`src/rtl/axi_dma_burst_splitter.sv`:
```
// axi_dma_burst_splitter: splits 1D DMA transfers into AXI-legal paired read/write chunk requests
// Ports:
//   clk_i, rst_i                                 clock, asynchronous active-high reset
//   burst_*_i, burst_valid_i / burst_ready_o     transfer request: src, dst, byte count, id, caches
//   rd_*_o, rd_valid_o / rd_ready_i              AR descriptor plus R realignment (offset, tailer, shift)
//   wr_*_o, wr_valid_o / wr_ready_i              AW descriptor plus W offset, tailer, beat count
//   busy_o                                       transfer in progress
module axi_dma_burst_splitter #(
    parameter int AddrWidth = 64,
    parameter int DataWidth = 64,
    parameter int IdWidth   = 4,
    parameter int MaxBeats  = 256
) (
    input  logic                 clk_i,
    input  logic                 rst_i,
    input  logic [AddrWidth-1:0] burst_src_i,
    input  logic [AddrWidth-1:0] burst_dst_i,
    input  logic [AddrWidth-1:0] burst_num_bytes_i,
    input  logic [IdWidth-1:0]   burst_id_i,
    input  logic [3:0]           burst_cache_src_i,
    input  logic [3:0]           burst_cache_dst_i,
    input  logic                 burst_valid_i,
    output logic                 burst_ready_o,
    output logic [IdWidth-1:0]   rd_id_o,
    output logic [AddrWidth-1:0] rd_addr_o,
    output logic [7:0]           rd_len_o,
    output logic [2:0]           rd_size_o,
    output logic [1:0]           rd_burst_o,
    output logic [3:0]           rd_cache_o,
    output logic                 rd_last_o,
    output logic [$clog2(DataWidth/8)-1:0] rd_offset_o,
    output logic [$clog2(DataWidth/8)-1:0] rd_tailer_o,
    output logic [$clog2(DataWidth/8)-1:0] rd_shift_o,
    output logic                 rd_valid_o,
    input  logic                 rd_ready_i,
    output logic [IdWidth-1:0]   wr_id_o,
    output logic [AddrWidth-1:0] wr_addr_o,
    output logic [7:0]           wr_len_o,
    output logic [2:0]           wr_size_o,
    output logic [1:0]           wr_burst_o,
    output logic [3:0]           wr_cache_o,
    output logic                 wr_last_o,
    output logic [$clog2(DataWidth/8)-1:0] wr_offset_o,
    output logic [$clog2(DataWidth/8)-1:0] wr_tailer_o,
    output logic [7:0]           wr_num_beats_o,
    output logic                 wr_is_single_o,
    output logic                 wr_valid_o,
    input  logic                 wr_ready_i,
    output logic                 busy_o
);
    localparam int StrbW   = DataWidth / 8;
    localparam int OffW    = $clog2(StrbW);
    localparam int SizeLog = $clog2(StrbW);
    localparam logic [AddrWidth-1:0] PageB  = AddrWidth'(4096);
    localparam logic [AddrWidth-1:0] BurstB = AddrWidth'(MaxBeats * StrbW);

    typedef enum logic {IDLE, SPLIT} state_t;

    state_t               r_state;
    logic [AddrWidth-1:0] r_src;
    logic [AddrWidth-1:0] r_dst;
    logic [AddrWidth-1:0] r_rem;
    logic [IdWidth-1:0]   r_id;
    logic [3:0]           r_cache_src;
    logic [3:0]           r_cache_dst;
    logic                 r_rd_sent;
    logic                 r_wr_sent;

    logic [AddrWidth-1:0] w_rd_off;
    logic [AddrWidth-1:0] w_wr_off;
    logic [AddrWidth-1:0] w_lim_src;
    logic [AddrWidth-1:0] w_lim_dst;
    logic [AddrWidth-1:0] w_lim;
    logic [AddrWidth-1:0] w_cs;
    logic                 w_busy;
    logic                 w_rd_fire;
    logic                 w_wr_fire;
    logic                 w_done;

    assign w_busy   = r_state == SPLIT;
    assign w_rd_off = AddrWidth'(r_src[OffW-1:0]);
    assign w_wr_off = AddrWidth'(r_dst[OffW-1:0]);

    // Each side may run to the nearer of its 4 KiB page end and the MaxBeats window
    // measured from its beat-aligned start; the chunk is the tightest of both sides.
    assign w_lim_src = (PageB - AddrWidth'(r_src[11:0]) < BurstB - w_rd_off) ?
                       PageB - AddrWidth'(r_src[11:0]) : BurstB - w_rd_off;
    assign w_lim_dst = (PageB - AddrWidth'(r_dst[11:0]) < BurstB - w_wr_off) ?
                       PageB - AddrWidth'(r_dst[11:0]) : BurstB - w_wr_off;
    assign w_lim     = (w_lim_src < w_lim_dst) ? w_lim_src : w_lim_dst;
    assign w_cs      = (r_rem < w_lim) ? r_rem : w_lim;

    assign w_rd_fire = rd_valid_o & rd_ready_i;
    assign w_wr_fire = wr_valid_o & wr_ready_i;
    assign w_done    = w_busy & (r_rd_sent | w_rd_fire) & (r_wr_sent | w_wr_fire);

    assign burst_ready_o = ~w_busy;
    assign busy_o        = w_busy;

    // Beat count uses (offset + cs - 1) >> OffW, which equals ceil((offset + cs) / StrbW) - 1
    // for any non-empty chunk; outside a transfer the descriptor reads as zero.
    assign rd_id_o     = r_id;
    assign rd_addr_o   = r_src;
    assign rd_len_o    = w_busy ? 8'((w_rd_off + w_cs - AddrWidth'(1)) >> OffW) : 8'd0;
    assign rd_size_o   = 3'(SizeLog);
    assign rd_burst_o  = 2'b01;
    assign rd_cache_o  = r_cache_src;
    assign rd_last_o   = w_busy & (w_cs == r_rem);
    assign rd_offset_o = r_src[OffW-1:0];
    assign rd_tailer_o = OffW'(w_rd_off + w_cs);
    assign rd_shift_o  = OffW'(r_src - r_dst);
    assign rd_valid_o  = w_busy & ~r_rd_sent;

    assign wr_id_o        = r_id;
    assign wr_addr_o      = r_dst;
    assign wr_len_o       = w_busy ? 8'((w_wr_off + w_cs - AddrWidth'(1)) >> OffW) : 8'd0;
    assign wr_size_o      = 3'(SizeLog);
    assign wr_burst_o     = 2'b01;
    assign wr_cache_o     = r_cache_dst;
    assign wr_last_o      = rd_last_o;
    assign wr_offset_o    = r_dst[OffW-1:0];
    assign wr_tailer_o    = OffW'(w_wr_off + w_cs);
    assign wr_num_beats_o = wr_len_o;
    assign wr_is_single_o = w_busy & (wr_len_o == 8'd0);
    assign wr_valid_o     = w_busy & ~r_wr_sent;

    always_ff @(posedge clk_i or posedge rst_i) begin
        if (rst_i) begin
            r_state     <= IDLE;
            r_src       <= '0;
            r_dst       <= '0;
            r_rem       <= '0;
            r_id        <= '0;
            r_cache_src <= '0;
            r_cache_dst <= '0;
            r_rd_sent   <= 1'b0;
            r_wr_sent   <= 1'b0;
        end else if (r_state == IDLE) begin
            // A zero-length request is consumed here without leaving IDLE.
            if (burst_valid_i && burst_num_bytes_i != '0) begin
                r_state     <= SPLIT;
                r_src       <= burst_src_i;
                r_dst       <= burst_dst_i;
                r_rem       <= burst_num_bytes_i;
                r_id        <= burst_id_i;
                r_cache_src <= burst_cache_src_i;
                r_cache_dst <= burst_cache_dst_i;
            end
        end else if (w_done) begin
            r_src     <= r_src + w_cs;
            r_dst     <= r_dst + w_cs;
            r_rem     <= r_rem - w_cs;
            r_rd_sent <= 1'b0;
            r_wr_sent <= 1'b0;
            if (rd_last_o)
                r_state <= IDLE;
        end else begin
            r_rd_sent <= r_rd_sent | w_rd_fire;
            r_wr_sent <= r_wr_sent | w_wr_fire;
        end
    end
endmodule

```
`config.mk`:
```
export PLATFORM = sky130hd
export DESIGN_NAME = axi_dma_burst_splitter
export DESIGN_NICKNAME = d
export VERILOG_FILES = /design/src/rtl/axi_dma_burst_splitter.sv
export SDC_FILE = /design/constraint.sdc
export NUM_CORES = 1
export LEC_CHECK = 0
export ABC_CLOCK_PERIOD_IN_PS = 32700
export CAP_MARGIN = 15
export CORE_AREA = 2 2 146 291
export DETAILED_ROUTE_END_ITERATION = 16
export DIE_AREA = 0 0 148 293
export GPL_TIMING_DRIVEN = 0
export PLACE_DENSITY_LB_ADDON = 0.2
export SLEW_MARGIN = 20
export SYNTH_ARGS = -nofsm -noshare
export SYNTH_HDL_FRONTEND = slang
export SYNTH_SLANG_ARGS = --single-unit
```
`constraint.sdc`:
```
create_clock -name clk_i -period 32.7 [get_ports clk_i]
set_input_delay 6.54 -clock clk_i [delete_from_list [all_inputs] [get_ports clk_i]]
set_output_delay 6.54 -clock clk_i [all_outputs]
set_load 0.01 [all_outputs]
```
==> metrics.log, run 1 <==
[metrics] result of the run: complete, no violations
[metrics] Root Driver: sky130_fd_sc_hd__clkbuf_16
[metrics] die height: 293 um
[metrics] vias: 22,700
[metrics] end-of-flow core utilization: 64.3%
[metrics] Num Clock Sinks: 207
[metrics] setup slack on the worst flop-to-flop path: 19,120 ps
[metrics] share of synthesized area occupied by flip-flops and latches: 25.4%
[metrics] largest incremental delay on the critical path: 770 ps
[metrics] total of max-cap violations: 0
[metrics] fill cell count: 3,622
[metrics] Post CTS Setup Buffer Count: 0
[metrics] total routing usage reported by global routing: 41.7%
[metrics] transition time at the pin with the least slew margin: 1220 ps
[metrics] clock insertion delay at the later pin of the skew report: 560 ps
[metrics] worst hold-check path type: reg2reg
[metrics] post_cts resized: 0
[metrics] setup repair after global routing missed its margin: no
[metrics] number of unique standard cell types used by synthesis: 100
[metrics] area growth from synthesis to final layout: 29.2%
[metrics] CTS tree: done
[metrics] Bufs on Longest Clock Path: 3
[metrics] final period demand of the worst path: 19,540 ps
[metrics] drt first pass iters: 6
[metrics] die boundary width: 148 um
[metrics] die footprint: 0.0434 mm^2
[metrics] fmax: 0.0512 GHz
[metrics] DP Wirelength: 73.0 mm
[metrics] vias per std cell: 6.25
[metrics] grt total ovfl: 0
[metrics] number of nets with antenna violations after routing: 0
[metrics] count of buffer and inverter cells on the critical path: 7
[metrics] cell area after synthesis: 0.0204 mm^2
[metrics] Hold Slack: 512 ps
[metrics] average footprint of a synthesized cell: 8.02 um^2
[metrics] Critical Path Start Type: flip-flop
[metrics] Top-Level Pins: 409
[metrics] routed length per instance: 25.6 um
[metrics] wire length of the first global-routing pass: 137 mm
[metrics] number of global-route vias before repair: 23,300
[metrics] maximum number of pins on one net before global-route repair: 95
[metrics] min setup slack post-route: 13,160 ps
[metrics] count of flip-flops with a built-in enable after synthesis: 0
[metrics] largest clock skew in the final design: 23.3 ps
[metrics] synth warn: 0
[metrics] count of endpoints failing hold in the final timing report: 0
[metrics] Most Frequent Cell on Critical Path: sky130_fd_sc_hd__a21oi_1
[metrics] count of final max-slew check failures: 0
[metrics] share of the clock period used by the worst path: 59.8%
[metrics] cell count after synthesis: 2,541
[metrics] Arrival @ worst endpoint: 13,000 ps
[metrics] depth of the CTS H-tree: 1
[metrics] Setup CP Type: reg2out
[metrics] critical-path maximum fanout: 10
[metrics] share of flip-flops with an asynchronous set or reset after synthesis: 100%
[metrics] GPL Wtd Cong: 1.04
[metrics] number of antenna violations at the first check in global routing: 1
[metrics] clock edge transition at the registers on the reported setup and hold paths: 70 ps
[metrics] Routed Wire Length: 92.9 mm
[metrics] count of port buffers added during placement: 398
[metrics] family with the most delay on the worst path: compound AO/OA/AOI/OAI gates
[metrics] clock buffer count from CTS: 23
[metrics] post-placement setup slack: 13,930 ps
[metrics] final net count: 3,478
[metrics] Yosys reg bits: 207
[metrics] required arrival time at the worst endpoint: 26,160 ps
[metrics] dominant cells by area after synthesis: sky130_fd_sc_hd__dfrtp_1 25%, sky130_fd_sc_hd__ha_1 11%, sky130_fd_sc_hd__a21oi_1 7.0%
[metrics] Worst path slowest cell: sky130_fd_sc_hd__a21boi_0
[metrics] most common library cell in the layout ignoring fill and taps: sky130_fd_sc_hd__clkdlybuf4s50_1
[metrics] total negative setup slack: 0 ps
[metrics] Initial DRC Count: 1,502
[metrics] number of buffers inserted by hold repair at cts: 0
[metrics] Rel. slew slack: 19.0%
[metrics] fraction of layout cells with a size suffix above 1: 4.69%
[metrics] setup-violating endpoint count in the final report: 0
[metrics] Row Count: 105
[metrics] predominant post-synthesis flop cell: sky130_fd_sc_hd__dfrtp_1
[metrics] placeable core region: 0.0410 mm^2
[metrics] cell taking the most area after synthesis: sky130_fd_sc_hd__dfrtp_1
[metrics] Starting Density: 49.7%
[metrics] Synth top area share: 25.4%
[metrics] category of the worst setup path capture point: output pin
[metrics] number of DRC violations after detailed routing: 0
[metrics] most frequent cells in the layout: 398 x sky130_fd_sc_hd__clkdlybuf4s50_1, 287 x sky130_fd_sc_hd__a21oi_1, 228 x sky130_fd_sc_hd__nand2_1
-- worst reg2reg max path, delay by kind of cell (launching register included) --
kind            cells  cell delay [ps]
flops               1              530
buf+inv             6             1470
simple gates       11             2810
compound gates     21             7050
mux                 1              200
fa+ha+maj           4             1230
xor+xnor            1              180
-- layout make-up --
| cell class | count | area (um^2) | share of cell area (%) |
|---|---|---|---|
| timing repair buffer | 400 | 4040 | 15.3 |
| antenna | 1 | 2.50 | 0.00950 |
| clock buffer | 27 | 611 | 2.32 |
| multi-input combinational | 2202 | 14600 | 55.4 |
| buffer | 136 | 643 | 2.44 |
| clock inverter | 12 | 180 | 0.684 |
| sequential | 207 | 5180 | 19.7 |
| inverter | 108 | 418 | 1.59 |
| tap | 535 | 669 | 2.54 |
-- state kept, by name, indices dropped and copies added, names as in the netlist --
register	flops
rd_addr_o	64
busy_o	1
rd_id_o	4
r_rd_sent	1
wr_cache_o	4
wr_addr_o	64
r_wr_sent	1
r_rem	64
rd_cache_o	4
-- cell families after synthesis --
logic type               synth area share (%)
adder cells (fa/ha/maj)                  11.9
multiplexers                             6.15
flip-flops                               25.4
other                                  0.0368
AO/OA/AOI/OAI                            26.0
buffers and inverters                    5.14
AND/OR/NAND/NOR                          18.5
XOR/XNOR                                 6.95
-- final timing paths --
check / startpoint / endpoint / depth (start not counted)
setup / recovery: wr_addr_o[2]$_DFFE_PP0P_ / rd_len_o[7] / 39
hold / removal: wr_cache_o[3]$_DFFE_PP0P_ / wr_cache_o[3]$_DFFE_PP0P_ / 1
setup reg to reg: wr_addr_o[2]$_DFFE_PP0P_ / rd_addr_o[54]$_DFFE_PP0P_ / 44
hold reg to reg: wr_cache_o[3]$_DFFE_PP0P_ / wr_cache_o[3]$_DFFE_PP0P_ / 1
max in group asynchronous: rst_i / rd_cache_o[2]$_DFFE_PP0P_ / 4
min in group asynchronous: rst_i / rd_addr_o[5]$_DFFE_PP0P_ / 2
-- metal layers --
layer,vias to the layer above,global-route usage (%),share of wire (%)
met5,-,0,0
met4,0,39.1,12
li1,10300,-,-
met2,1215,75.1,50
met1,10700,38.3,31
met3,436,8.37,7.3
-- cell usage after synthesis (7+ instances only) --
cell type,instances
sky130_fd_sc_hd__a31oi_1,33
sky130_fd_sc_hd__a21o_1,74
sky130_fd_sc_hd__o32ai_1,7
sky130_fd_sc_hd__nor3_1,47
sky130_fd_sc_hd__clkbuf_1,81
sky130_fd_sc_hd__o21bai_1,28
sky130_fd_sc_hd__dfrtp_1,207
sky130_fd_sc_hd__a221oi_1,7
sky130_fd_sc_hd__and3_1,41
sky130_fd_sc_hd__nand4_1,38
sky130_fd_sc_hd__nor2_1,188
sky130_fd_sc_hd__o22a_1,8
sky130_fd_sc_hd__a21boi_0,9
sky130_fd_sc_hd__a21oi_1,287
sky130_fd_sc_hd__o22ai_1,19
sky130_fd_sc_hd__a211o_1,10
sky130_fd_sc_hd__ha_1,187
sky130_fd_sc_hd__nand2_1,228
sky130_fd_sc_hd__nor2b_1,25
sky130_fd_sc_hd__nand3_1,56
sky130_fd_sc_hd__nor4_1,33
sky130_fd_sc_hd__inv_1,104
sky130_fd_sc_hd__xnor2_1,108
sky130_fd_sc_hd__buf_1,19
sky130_fd_sc_hd__or2_2,8
sky130_fd_sc_hd__mux2i_1,99
sky130_fd_sc_hd__o31ai_1,12
sky130_fd_sc_hd__o211ai_1,18
sky130_fd_sc_hd__o21a_1,29
sky130_fd_sc_hd__and2_1,16
sky130_fd_sc_hd__or4_1,9
sky130_fd_sc_hd__mux2_2,18
sky130_fd_sc_hd__a211oi_1,16
sky130_fd_sc_hd__a41oi_1,7
sky130_fd_sc_hd__o21ai_0,204
sky130_fd_sc_hd__nand2b_1,13
sky130_fd_sc_hd__xor2_1,52
sky130_fd_sc_hd__or3_1,23
sky130_fd_sc_hd__buf_4,30
-- stage by stage --
stage,area (um^2),instances
floorplan,20800,2653
CTS,26300,3627
global route,26300,3628
finish,26300,3628
detailed placement,25500,3588
global placement,25500,3586
Power of run 1 is left out: the tool's default activity adds up to more than one toggle a clock period on the data nets, which glitch-free logic cannot reach.
==> run 2: changes to the inputs <==
Settings changed: ABC_CLOCK_PERIOD_IN_PS 32700 to 18430.
Clock period 32.7 ns to 18.43 ns, I/O delays scaled along.
==> results of run 2 <==
Same layout as run 1 (identical final DEF). Status: complete, no violations.
Main changes from that run: setup slack after placement 13930 ps -> 2510 ps; setup slack after layout 13160 ps -> 1740 ps; register-to-register setup slack 19120 ps -> 4850 ps
Power of run 2 is left out for the same reason.
==> run 3: changes to the inputs <==
Settings changed: SKIP_CTS_REPAIR_TIMING from default to 1.
==> results of run 3 <==
Same layout as run 1 (identical final DEF). Status: complete, no violations.
Main changes from that run: setup slack after placement 13930 ps -> 2510 ps; setup slack after layout 13160 ps -> 1740 ps; register-to-register setup slack 19120 ps -> 4850 ps
Power of run 3 is left out for the same reason.
